<file path="src/rtl/video_timing_gen.sv">
// video_timing_gen
//   Progressive raster timing generator feeding the DVI TMDS encoders.
//   Produces DE / HSYNC / VSYNC plus the pixel coordinates they describe.
//   Defaults give 640x480@60 (25.175 MHz pixel clock).
//
//   Optional feature: define VIDEO_TIMING_PATTERN_EN to add the rgb_o port,
//   an 8-bar colour test pattern aligned with de_o. Without the macro the
//   port and all pattern logic are absent and timing is identical.
//
// Ports
//   clk_i          pixel clock
//   rst_i          asynchronous active-high reset
//   en_i           pixel-clock enable; low freezes all state and outputs
//   de_o           data enable, high inside the active area
//   hsync_o        horizontal sync, active level H_SYNC_POL
//   vsync_o        vertical sync, active level V_SYNC_POL
//   x_o, y_o       position described by the other outputs this cycle
//   line_start_o   high while x_o == 0
//   frame_start_o  high while x_o == 0 and y_o == 0
//   rgb_o          {R,G,B} test pattern (VIDEO_TIMING_PATTERN_EN only)
module video_timing_gen #(
  parameter int H_ACTIVE   = 640,
  parameter int H_FP       = 16,
  parameter int H_SYNC     = 96,
  parameter int H_BP       = 48,
  parameter int V_ACTIVE   = 480,
  parameter int V_FP       = 10,
  parameter int V_SYNC     = 2,
  parameter int V_BP       = 33,
  parameter bit H_SYNC_POL = 1'b0,
  parameter bit V_SYNC_POL = 1'b0,
  localparam int H_TOTAL   = H_ACTIVE + H_FP + H_SYNC + H_BP,
  localparam int V_TOTAL   = V_ACTIVE + V_FP + V_SYNC + V_BP,
  localparam int W_H       = $clog2(H_TOTAL),
  localparam int W_V       = $clog2(V_TOTAL)
) (
  input  logic           clk_i,
  input  logic           rst_i,
  input  logic           en_i,
  output logic           de_o,
  output logic           hsync_o,
  output logic           vsync_o,
  output logic [W_H-1:0] x_o,
  output logic [W_V-1:0] y_o,
  output logic           line_start_o,
`ifdef VIDEO_TIMING_PATTERN_EN
  output logic           frame_start_o,
  output logic [23:0]    rgb_o
`else
  output logic           frame_start_o
`endif
);

  // Inclusive bounds, so no constant ever needs to hold H_TOTAL / V_TOTAL.
  localparam logic [W_H-1:0] H_LAST     = W_H'(H_TOTAL - 1);
  localparam logic [W_H-1:0] H_ACT_LAST = W_H'(H_ACTIVE - 1);
  localparam logic [W_H-1:0] HS_FIRST   = W_H'(H_ACTIVE + H_FP);
  localparam logic [W_H-1:0] HS_LAST    = W_H'(H_ACTIVE + H_FP + H_SYNC - 1);
  localparam logic [W_V-1:0] V_LAST     = W_V'(V_TOTAL - 1);
  localparam logic [W_V-1:0] V_ACT_LAST = W_V'(V_ACTIVE - 1);
  localparam logic [W_V-1:0] VS_FIRST   = W_V'(V_ACTIVE + V_FP);
  localparam logic [W_V-1:0] VS_LAST    = W_V'(V_ACTIVE + V_FP + V_SYNC - 1);

  // The counters hold the position that the *next* enabled edge presents;
  // every output register is decoded from them, so all outputs stay aligned.
  logic [W_H-1:0] h_cnt;
  logic [W_V-1:0] v_cnt;
  logic [W_H-1:0] h_next;
  logic [W_V-1:0] v_next;
  logic           h_wrap;
  logic           de_next;
  logic           hs_active;
  logic           vs_active;

  always_comb begin
    h_wrap    = (h_cnt == H_LAST);
    h_next    = h_wrap ? '0 : h_cnt + 1'b1;
    v_next    = v_cnt;
    if (h_wrap) begin
      v_next = (v_cnt == V_LAST) ? '0 : v_cnt + 1'b1;
    end
    de_next   = (h_cnt <= H_ACT_LAST) && (v_cnt <= V_ACT_LAST);
    hs_active = (h_cnt >= HS_FIRST) && (h_cnt <= HS_LAST);
    // Decoded from v_cnt alone, so vsync edges land on x == 0.
    vs_active = (v_cnt >= VS_FIRST) && (v_cnt <= VS_LAST);
  end

`ifdef VIDEO_TIMING_PATTERN_EN
  localparam int BAR_W = H_ACTIVE / 8;

  // Thermometer code: past_edge[gi] is set once x reaches bar gi+1.
  logic [6:0]  past_edge;
  logic [2:0]  bar;
  logic [23:0] rgb_next;

  generate
    for (genvar gi = 0; gi < 7; gi++) begin : g_bar_edge
      localparam logic [W_H-1:0] EDGE = W_H'(BAR_W * (gi + 1));
      assign past_edge[gi] = (h_cnt >= EDGE);
    end
  endgenerate

  always_comb begin
    bar = '0;
    for (int i = 0; i < 7; i++) begin
      if (past_edge[i]) bar = 3'(i + 1);
    end
    case (bar)
      3'd0:    rgb_next = 24'hFFFFFF;
      3'd1:    rgb_next = 24'hFFFF00;
      3'd2:    rgb_next = 24'h00FFFF;
      3'd3:    rgb_next = 24'h00FF00;
      3'd4:    rgb_next = 24'hFF00FF;
      3'd5:    rgb_next = 24'hFF0000;
      3'd6:    rgb_next = 24'h0000FF;
      default: rgb_next = 24'h000000;
    endcase
    if (!de_next) rgb_next = 24'h000000;
  end
`endif

  always_ff @(posedge clk_i or posedge rst_i) begin
    if (rst_i) begin
      h_cnt         <= '0;
      v_cnt         <= '0;
      de_o          <= 1'b0;
      hsync_o       <= ~H_SYNC_POL;
      vsync_o       <= ~V_SYNC_POL;
      x_o           <= '0;
      y_o           <= '0;
      line_start_o  <= 1'b0;
      frame_start_o <= 1'b0;
`ifdef VIDEO_TIMING_PATTERN_EN
      rgb_o         <= '0;
`endif
    end else if (en_i) begin
      h_cnt         <= h_next;
      v_cnt         <= v_next;
      de_o          <= de_next;
      hsync_o       <= hs_active ? H_SYNC_POL : ~H_SYNC_POL;
      vsync_o       <= vs_active ? V_SYNC_POL : ~V_SYNC_POL;
      x_o           <= h_cnt;
      y_o           <= v_cnt;
      line_start_o  <= (h_cnt == '0);
      frame_start_o <= (h_cnt == '0) && (v_cnt == '0);
`ifdef VIDEO_TIMING_PATTERN_EN
      rgb_o         <= rgb_next;
`endif
    end
  end

endmodule

</file>
<file path="config.mk">
export PLATFORM = sky130hd
export DESIGN_NAME = video_timing_gen
export DESIGN_NICKNAME = d
export VERILOG_FILES = /design/src/rtl/video_timing_gen.sv
export SDC_FILE = /design/constraint.sdc
export NUM_CORES = 1
export LEC_CHECK = 0
export CORE_MARGIN = 4
export CORE_UTILIZATION = 58
export CTS_CLUSTER_DIAMETER = 60
export DETAILED_ROUTE_END_ITERATION = 10
export HOLD_SLACK_MARGIN = 0.12
export PLACE_DENSITY_LB_ADDON = 0.3
export SLEW_MARGIN = 15
export SYNTH_ARGS = -nofsm -noshare
export SYNTH_HDL_FRONTEND = slang
export SYNTH_SLANG_ARGS = --single-unit
</file>
<file path="constraint.sdc">
create_clock -name clk_i -period 5.2 [get_ports clk_i]
set_clock_uncertainty 0.05 [all_clocks]
set_input_delay 1.04 -clock clk_i [delete_from_list [all_inputs] [get_ports clk_i]]
set_output_delay 1.04 -clock clk_i [all_outputs]
set_load 0.03 [all_outputs]
</file>
; ---- Word-level counts from Yosys, hierarchy flattened
; Cells that the tools add are included.
[classes]
n_addsub = 2
magnitude_cmp = 6
eq_ne = 2
n_mux = 4
n_reduce_logical = 7
[op_table]
columns = operator, count
row1 = adder 10 x 1 -> 10 bit (second input constant), 2
row2 = == test 10 bit (second input constant), 2
row3 = less-or-equal comparator 10 bit (second input constant), 2
row4 = less-or-equal comparator 10 x 9 -> 1 bit (second input constant), 2
row5 = zero test 10 bit, 2
row6 = two-way mux 10 bit, 2
row7 = >= comparator 10 bit (second input constant), 1
row8 = >= comparator 10 x 9 -> 1 bit (second input constant), 1
row9 = logical AND 1 bit, 4
row10 = two-way mux 1 bit, 2
row11 = AND reduction 2 bit, 1
[word_totals]
regBits = 45
input_bits = 3
out_inout_bits = 25
word_cells = 30

; ---- Longest topological paths before layout
; Gate-level depths: netlist (run 1).
[depth]
word_depth = 3
ltp_mapped = 6
ltp_nobuf = 6

; ---- Least setup slack after synthesis (run 1)
; No wires, ideal clock.
[synth_path]
kind = input-to-reg
startpoint = input en_i
endpoint = register v_cnt[3]
setup_ns = 0.069
arrival_ns = 2.353
required_ns = 5.081
setup_slack_ns = 2.728
stages = 6
n_path_buf = 2
cell_sequence = buf_2 > nand4_4 > or4_1 > buf_2 > or3_1 > nand3_1
[synth_between]
elab_chain_len = 1
[synth_rtl]
columns = element, line
row1 = start: declaration, 39  ; input logic en_i,
row2 = AND reduction 2 bit (no source line), --
row3 = end signal: assignment, 138  ; v_cnt <= v_next;
row4 = end: declaration, 67  ; logic [W_V-1:0] v_cnt;
; Every way passes these cells.
; A chain may end at the register's enable or synchronous reset.

; ---- Worst setup path after layout (run 1)
; Same ends and word-level chain as after synthesis.

==> reports/metrics.yaml, run 1 <==
slew-limit-headroom_pct: 53.8
syn_area_per_cell_um2: 11.1
ys_ff_latch: 45
stdcell_area_um2: 2460
setup_tns_ps: 0
row_count: 21
syn_inst: 188
finalCritPeriodShare_pct: 56.9
crit_chain: "clkdlybuf4s50_1 > buf_4 > nand4_4 > or4_1 > or3_1 > nand3_1"
crit_type: "in2reg"
syn-cell-area_um2: 2080
peakVddDrop_mv: 0.340
p_comb_share_pct: 23.2
fmaxAchievable_mhz: 338
grt_max_degree: 46
yosys.area.top_type: "dfrtp_1"
cp.required_ps: 5460
fin_nets: 219
drtAntennaViolNets: 0
cp-startpoint: "en_i"
synth_ff_type: "dfrtp_1"
min_period_ps: 2960
ios: 28
port_buffers: 27
grt_setup_unrepaired: "no"
critPathTopFamily: "simple AND/OR/NAND/NOR gates"
drcViolationCount: 0
cts_tree: "built"
maxCapViolations: 0
path_clk_slew_ps: 130
m1WireLength_mm: 1.82
overflow: 0
synth_commonest_cells: "dfrtp_1 (43), mux2_2 (21), nor2_1 (12), nand2_1 (11), inv_1 (10)"
antenna_found_initial: 0
top_layer: "met4"
htree_levels: 2
fp.dieW_um: 67.9
globalplace.congestion: 0.885
status: "finished clean"
timing.rr.start: "h_cnt[0]$_DFFE_PP0P_"
cts_buffer_depth: 2
diodes: 0
die_h_um: 67.9
grtUsageTotal_pct: 21.1
critical_path.max_fanout: 35
dp_hpwl_mm: 2.77
wl_mm: 4.06
drt_iter0_markers: 175
synth.top_cell.area_share_pct: 51.7
async_reset_ff_share_pct: 100
synth_area_leaders: "dfrtp_1 (52%), mux2_2 (11%), xnor2_1 (3.4%)"
synth_fp_nets: 196
viasPerCell: 5.81
dr_wl_met3_um: 176
die_area_um2: 4610
coreArea_um2: 3390
dr_wl_met2_mm: 1.98
cpPeakStageDelay_ps: 660
critical_path.slowest_cell: "or4_1"
clkLatencyLatePin_ps: 360
ff2ff_setup_slack_ps: 3060
post_cts_buffers: 0
dr_total_vias: 1498
placed_cells: 250
dpl_cell_area_um2: 2370
worst_setup_path_end_kind: "flop"
maxSlewViolCount: 0
cts_buffers: 5
yosys.cell_count.top_type: "dfrtp_1"
seqPwrFrac_pct: 51.9
rr_endpoint: "v_cnt[3]$_DFFE_PP0P_"
ys_seq_area_share_pct: 54.2
hold_viol: 0
clkPwrFrac_pct: 24.9
cp.buffers_inverters: 2
stdcell_count: 258
yosysWarnings: 0
worst_slew_pin_slew_ps: 688
grt_pass1_vias: 1468
clockRootBuffer: "clkbuf_4"
drtPass1Iterations: 4
hp-class: "reg2reg"
setup-violations-final: 0
start_util_pct: 61.4
crit_path_end: "v_cnt[3]$_DFFE_PP0P_"
p_sw_uw: 290
synth_edf_count: 0
cp-start-kind: "input port"
drive_above_1_share_pct: 16.0
intPower_uw: 612
ys_types: 32
holdBufCountCts: 0
grt_pass1_wl_mm: 7.08
area_growth_pct: 18.3
p_leak_uw: 0.00104
arrival_ps: 3220
cp_num_cells: 6
fin_util_pct: 72.6
post_cts_resized: 0
reg2reg_depth: 5
wl_per_cell_um: 15.7
cts.sinks: 45
power_density_nw_per_um2: 366
switching_share_pct: 32.1
[flip-flops by register name, indices dropped and copies added (netlist names)]
name / cells
h_cnt: 10
v_cnt: 10
x_o: 10
y_o: 10
de_o: 1
frame_start_o: 1
hsync_o: 1
line_start_o: 1
vsync_o: 1
[worst min-delay path, cell delays in order (launching register included)]
cell and delay, ps:
dfstp_2 390, nor2_1 80, a21oi_1 50
[power by group through the flow]
stage / combinational (µW) / sequential, µW / clock [µW]
6_report: 209 / 468 / 225
5_1_grt: 227 / 479 / 251
4_1_cts: 211 / 465 / 230
3_5_place_dp: 211 / 472 / 0
3_3_place_gp: 203 / 468 / 0
2_1_floorplan: 111 / 492 / 0
[routing by layer]
metal | vias to the layer above | GRT usage, %
met5 | - | 0
met4 | 0 | 9.43
met3 | 7 | 7.22
met2 | 46 | 30.1
met1 | 732 | 29.1
li1 | 713 | -
[worst min path at each step]
stage / start / to / slack [ps] / cells after the start
2_1_floorplan: v_cnt[7]$_DFFE_PP0P_ / v_cnt[7]$_DFFE_PP0P_ / 430 / 1
3_3_place_gp: vsync_o$_DFFE_PP1P_ / vsync_o$_DFFE_PP1P_ / 430 / 2
3_5_place_dp: hsync_o$_DFFE_PP1P_ / hsync_o$_DFFE_PP1P_ / 430 / 2
4_1_cts: hsync_o$_DFFE_PP1P_ / hsync_o$_DFFE_PP1P_ / 450 / 2
5_1_grt: y_o[8]$_DFFE_PP0P_ / y_o[8]$_DFFE_PP0P_ / 490 / 1
6_report: hsync_o$_DFFE_PP1P_ / hsync_o$_DFFE_PP1P_ / 450 / 2
[metrics by stage]
stage	worst slack [ps]	total power (µW)	hold slack [ps]
floorplan	2730	603	426
global placement	1740	671	429
detailed placement	1570	683	432
CTS	1970	907	452
global route	2130	957	490
finish	2240	902	451
[kinds of logic after synthesis]
logic type                 synth area share [%]
AOI/OAI and AO/OA                          5.95
xor gates and xnor gates                   4.21
adders and majority gates                  3.01
buffers and inverters                      4.45
DFF                                        54.2
muxes                                      11.4
and+or+nand+nor                            16.8
[final cells by class]
type | instances | area [µm²]
multi-input cells | 120 | 868
repair buffers | 29 | 285
clock inverters | 1 | 30.0
fillers | 238 | 927
flip-flops and latches | 45 | 1130
well taps | 46 | 57.6
clock buffers | 7 | 55.1
inverters | 10 | 37.5
[cell usage in the layout, fill, tap and decap left out, types with 5 or more instances in the layout]
master and n:
inv_1 10, ha_1 5, clkbuf_4 5, clkdlybuf4s50_1 27, nand2_1 11, dfrtp_1 43
nand4_1 8, a21oi_1 7, nand3_1 9, nor2_1 12, o21ai_1 6, xnor2_1 8
mux2_2 21
Note: power is estimated with default switching activity, not from simulation.
==> run 2, diff against run 1 <==
--- a/config.mk
+++ b/config.mk
@@ -6,7 +6,7 @@
 export NUM_CORES = 1
 export LEC_CHECK = 0
 export CORE_MARGIN = 4
-export CORE_UTILIZATION = 58
+export CORE_UTILIZATION = 54
 export CTS_CLUSTER_DIAMETER = 60
 export DETAILED_ROUTE_END_ITERATION = 10
 export HOLD_SLACK_MARGIN = 0.12
==> constraint.sdc (replaced) <==
create_clock -name clk_i -period 2.9 [get_ports clk_i]
set_clock_uncertainty 0.05 [all_clocks]
set_input_delay 0.58 -clock clk_i [delete_from_list [all_inputs] [get_ports clk_i]]
set_output_delay 0.58 -clock clk_i [all_outputs]
set_load 0.03 [all_outputs]
==> run 2 against run 1 <==
Count of clock-buffer cells in the layout shrank 2; register-to-register slack got worse by 2300 ps; first-iteration DRC count decreased by 21%; die area rose by 6.5%; cell area increased by 0.10%; combinational power grew 78%; utilization fell by 5.8 points; non-clock buffer count up 1; cell count increased by 1.2%; critical path type unchanged; largest power group unchanged.
==> reports/metrics.yaml, run 2 (synthesis gave the netlist of run 1 again) <==
maxCapViolations: 0  # unchanged
wl_per_cell_um: 15.5  # -1.5%
dp_hpwl_mm: 2.84  # +2.5%
drcViolationCount: 0  # unchanged
path_clk_slew_ps: 80  # -50 ps
stdcell_area_um2: 2460  # +0.10%
final_common_cell: "dfrtp_1"
die_area_um2: 4910  # +6.5%
min_period_ps: 2190
row_count: 22  # +4.8%
cts_buffer_depth: 2  # unchanged
clkPwrFrac_pct: 23.6  # -1.3 points
clkLatencyLatePin_ps: 290  # -70 ps
fmaxAchievable_mhz: 457
nFillCells: 287  # +21%
reg2reg_depth: 5  # unchanged
worst_slew_pin_slew_ps: 550  # -138 ps
maxSlewViolCount: 0  # unchanged
intPower_uw: 1060  # +73%
power_density_nw_per_um2: 644  # +76%
hold_viol: 0  # unchanged
arrival_ps: 2370  # -850 ps
min_path_cells: 2  # unchanged
critical_path.max_fanout: 6  # -83%
diodes: 0  # unchanged
dr_total_vias: 1495  # -0.20%
seqPwrFrac_pct: 52.9  # +1.0 points
globalplace.congestion: 0.910  # +2.8%
antenna_found_initial: 0  # unchanged
fp.dieW_um: 70.1  # +3.2%
drt_iter0_markers: 139  # -21%
p_comb_share_pct: 23.5  # +0.3 points
grt_max_degree: 46  # unchanged
holdBufCountCts: 0  # unchanged
grt_pass1_wl_mm: 6.89  # -2.7%
cpPeakStageDelay_ps: 630  # -30 ps
viasPerCell: 5.73  # -1.3%
hp-class: "reg2reg"
start_util_pct: 56.4  # -5.0 points
cp-start-kind: "input port"
area_growth_pct: 18.5
grt_pass1_vias: 1516  # +3.3%
clockRootBuffer: "clkbuf_8"
grtUsageTotal_pct: 17.3  # -3.8 points
cts_tree: "built"
status: "finished clean"
port_buffers: 27  # unchanged
final_cell_mix: "dfrtp_1 (43), clkdlybuf4s50_1 (27), mux2_2 (21)"
ios: 28  # unchanged
fin_util_pct: 66.8  # -5.8 points
peakVddDrop_mv: 0.497  # +46%
finalCritPeriodShare_pct: 75.5
setup_tns_ps: 0  # unchanged
drtPass1Iterations: 4  # unchanged
htree_levels: 2  # unchanged
die_h_um: 70.1  # +3.2%
place_ws_ps: 408  # -1160 ps
post_cts_buffers: 0  # unchanged
switching_share_pct: 33.4  # +1.3 points
coreArea_um2: 3690  # +8.8%
critical_path.slowest_cell: "or4_1"
fin_ws_ps: 711  # -1530 ps
wl_mm: 4.05  # -0.39%
slew-limit-headroom_pct: 63.3  # +9.5 points
dpl_cell_area_um2: 2380  # +0.42%
post_cts_resized: 0  # unchanged
drtAntennaViolNets: 0  # unchanged
cp.required_ps: 3080  # -2380 ps
grt_setup_unrepaired: "no"
fin_nets: 220  # +0.46%
overflow: 0  # unchanged
worst_setup_path_end_kind: "flop"
crit_chain: "clkdlybuf4s50_1 > nand4_4 > or4_1 > or3_1 > nand3_1"
setup-violations-final: 0  # unchanged
cts_buffers: 5  # unchanged
cts.sinks: 45  # unchanged
crit_type: "in2reg"
p_sw_uw: 530  # +83%
drive_above_1_share_pct: 16.9  # +0.86 points
p_leak_uw: 0.00104  # +0.36%
[run 2: final timing paths]
| path | startpoint | to | slack (ps) |
|---|---|---|---|
| hold reg to reg | hsync_o$_DFFE_PP1P_ | hsync_o$_DFFE_PP1P_ | 440 |
| hold / removal | hsync_o$_DFFE_PP1P_ | hsync_o$_DFFE_PP1P_ | 440 |
| max in group asynchronous | rst_i | vsync_o$_DFFE_PP1P_ | 1700 |
| min in group asynchronous | rst_i | x_o[3]$_DFFE_PP0P_ | 700 |
| setup reg to reg | h_cnt[0]$_DFFE_PP0P_ | v_cnt[3]$_DFFE_PP0P_ | 790 |
| setup / recovery | en_i | v_cnt[3]$_DFFE_PP0P_ | 710 |
[run 2: layout make-up]
type | instances | area (µm²) | area share [%]
Clock inverter | 3 | 17.5 | 0.711
Tap cell | 48 | 60.1 | 2.44
Inverter | 10 | 37.5 | 1.52
Clock buffer | 5 | 68.8 | 2.79
Multi-Input combinational cell | 120 | 860 | 34.9
Timing Repair Buffer | 30 | 293 | 11.9
Sequential cell | 45 | 1130 | 45.8
[run 2: power by group through the flow]
| stage | logic (µW) | registers [µW] | clock network, µW |
|---|---|---|---|
| after floorplan | 200 | 882 | 0 |
| after global placement | 366 | 842 | 0 |
| final | 373 | 839 | 374 |
| after global routing | 407 | 850 | 415 |
| after detailed placement | 379 | 849 | 0 |
| after CTS | 381 | 835 | 385 |
[run 2: through the flow]
step	total power [µW]	hold slack [ps]	instances
after global routing	1670	473	261
after CTS	1600	443	261
after floorplan	1080	426	188
final	1590	439	261
after global placement	1210	431	253
after detailed placement	1230	430	253
[run 2: worst max-delay path, delay by kind of cell]
family,cells,cell delay [ps]
simple gates,4,1260
buf+inv,1,520
[run 2: layer usage]
layer,GRT usage (%),vias to the layer above,wire (µm)
met5,0,-,0
met4,7.45,0,55
met3,4.46,8,166
met2,29.3,45,2140
met1,20.9,736,1690
li1,-,706,-
==> run 3, diff against run 2 <==
--- a/config.mk
+++ b/config.mk
@@ -6,7 +6,7 @@
 export NUM_CORES = 1
 export LEC_CHECK = 0
 export CORE_MARGIN = 4
-export CORE_UTILIZATION = 54
+export CORE_UTILIZATION = 49
 export CTS_CLUSTER_DIAMETER = 60
 export DETAILED_ROUTE_END_ITERATION = 10
 export HOLD_SLACK_MARGIN = 0.12
==> constraint.sdc (replaced) <==
create_clock -name clk_i -period 2 [get_ports clk_i]
set_clock_uncertainty 0.05 [all_clocks]
set_input_delay 0.4 -clock clk_i [delete_from_list [all_inputs] [get_ports clk_i]]
set_output_delay 0.4 -clock clk_i [all_outputs]
set_load 0.03 [all_outputs]
==> run 3 against run 2 <==
Total power rose by 49%; cell count rose by 5.4%; routed wire length rose by 6.1%; hold slack got worse by 14 ps; flip-flop and latch count did not move; global-route usage rose by 0.94 points; clock power rose by 52%; sequential share of layout area fell by 2.0 points; first-iteration DRC count fell by 14%; critical path depth fell by 4; register-to-register slack got worse by 650 ps; largest cell class unchanged; sequential power rose by 38%.
==> reports/metrics.yaml, run 3 (synthesis gave the netlist of run 1 again) <==
status: "finished clean"
cts_buffer_depth: 2  # unchanged
hold_slack_ps: 425  # -13.8 ps
coreArea_um2: 4060  # +10%
power_density_nw_per_um2: 917  # +42%
ios: 28  # unchanged
grtUsageTotal_pct: 18.3  # +0.94 points
arrival_ps: 1500  # -870 ps
dp_hpwl_mm: 3.08  # +8.6%
fin_ws_ps: 51.5  # -659 ps
diodes: 0  # unchanged
htree_levels: 2  # unchanged
worst_setup_path_end_kind: "output pin"
grt_max_degree: 46  # unchanged
drive_above_1_share_pct: 21.3  # +4.4 points
drt_iter0_markers: 120  # -14%
drtAntennaViolNets: 0  # unchanged
cpPeakStageDelay_ps: 660  # +30 ps
overflow: 0  # unchanged
cts_buffers: 5  # unchanged
clkLatencyLatePin_ps: 290  # about the same
setup-violations-final: 0  # unchanged
start_util_pct: 51.3  # -5.1 points
cts.sinks: 45  # unchanged
antenna_found_initial: 0  # unchanged
slew-limit-headroom_pct: 70.7  # +7.4 points
min_period_ps: 1950
peakVddDrop_mv: 0.735  # +48%
place_ws_ps: -133  # -541 ps
wl_per_cell_um: 15.6  # +0.68%
viasPerCell: 5.71  # -0.33%
globalplace.congestion: 0.814  # -11%
hold_viol: 0  # unchanged
worst_slew_pin_slew_ps: 433  # -117 ps
maxSlewViolCount: 0  # unchanged
path_clk_slew_ps: 80  # about the same
cp.required_ps: 1550  # -1530 ps
die_area_um2: 5350  # +9.0%
critical_path.slowest_cell: "clkdlybuf4s50_1"
final_common_cell: "dfrtp_1"
hp-class: "in2async"
fp.dieW_um: 73.2  # +4.4%
drcViolationCount: 0  # unchanged
post_cts_buffers: 0  # unchanged
maxCapViolations: 0  # unchanged
cts_tree: "built"
crit_chain: "clkdlybuf4s50_1"
finalCritPeriodShare_pct: 97.4
clockRootBuffer: "clkbuf_8"
crit_type: "reg2out"
fmaxAchievable_mhz: 513
grt_pass1_wl_mm: 7.58  # +10%
cp.buffers_inverters: 1  # unchanged
dr_total_vias: 1570  # +5.0%
grt_setup_unrepaired: "no"
wl_mm: 4.29  # +6.1%
fin_nets: 232  # +5.5%
area_growth_pct: 23.9
critical_path.max_fanout: 2  # -4
die_h_um: 73.2  # +4.4%
port_buffers: 27  # unchanged
final_cell_mix: "dfrtp_1 (42), clkdlybuf4s50_1 (27), mux2_2 (21)"
grt_pass1_vias: 1600  # +5.5%
critPathTopFamily: "buffers and inverters"
drtPass1Iterations: 4  # unchanged
row_count: 23  # +4.5%
cp-start-kind: "flop"
p_leak_uw: 0.00111  # +6.1%
==> run 3: stage by stage <==
step	util, %	cell area [µm²]	power, µW	TNS (ps)	instances
finish	63.5	2580	2360	0	275
global route	63.5	2580	2490	0	275
CTS	63.4	2570	2380	0	275
detailed placement	61.2	2480	1810	-952	267
global placement	61.2	2480	1790	-518	267
floorplan	-	2080	1570	0	188
==> run 3: where the power goes <==
| part | total (µW) | leakage [µW] | internal (µW) | switching, µW |
|---|---|---|---|---|
| logic | 634 | 0.000508 | 292 | 342 |
| clock network | 568 | 0.0000455 | 282 | 286 |
| registers | 1160 | 0.000554 | 1040 | 123 |
| total | 2360 | 0.00111 | 1610 | 750 |
==> run 3: repair_timing <==
| action | in CTS | in global routing |
|---|---|---|
| endpoints found under the setup margin | 0 | 4 |
| hold buffers | 0 | 0 |
| resized for setup | 0 | 2 |
==> run 3: routing by layer <==
| layer | track usage, % | share of wire (%) |
|---|---|---|
| met5 | 0 | 0 |
| met3 | 4.82 | 5.7 |
| met1 | 25.1 | 45 |
| met2 | 27.8 | 47 |
| met4 | 6.76 | 2.1 |
==> run 3: cell type report <==
cell class              count  area [µm²]
well taps                  50        62.6
inverters                  10        37.5
clock buffers               8        90.1
fillers                   306        1480
repair buffers             42         395
flip-flops and latches     45        1130
multi-input cells         120         862
==> run 3: worst paths after layout <==
| check | start | endpoint | slack [ps] | cells past startpoint |
|---|---|---|---|---|
| worst max-delay path | hsync_o$_DFFE_PP1P_ | hsync_o | 50 | 1 |
| worst min-delay path | rst_i | y_o[4]$_DFFE_PP0P_ | 420 | 3 |
| worst max register to register | h_cnt[0]$_DFFE_PP0P_ | v_cnt[4]$_DFFE_PP0P_ | 140 | 7 |
| worst min register to register | vsync_o$_DFFE_PP1P_ | vsync_o$_DFFE_PP1P_ | 440 | 2 |
| max in group asynchronous | rst_i | hsync_o$_DFFE_PP1P_ | 1210 | 3 |
| min in group clk_i | vsync_o$_DFFE_PP1P_ | vsync_o$_DFFE_PP1P_ | 440 | 2 |
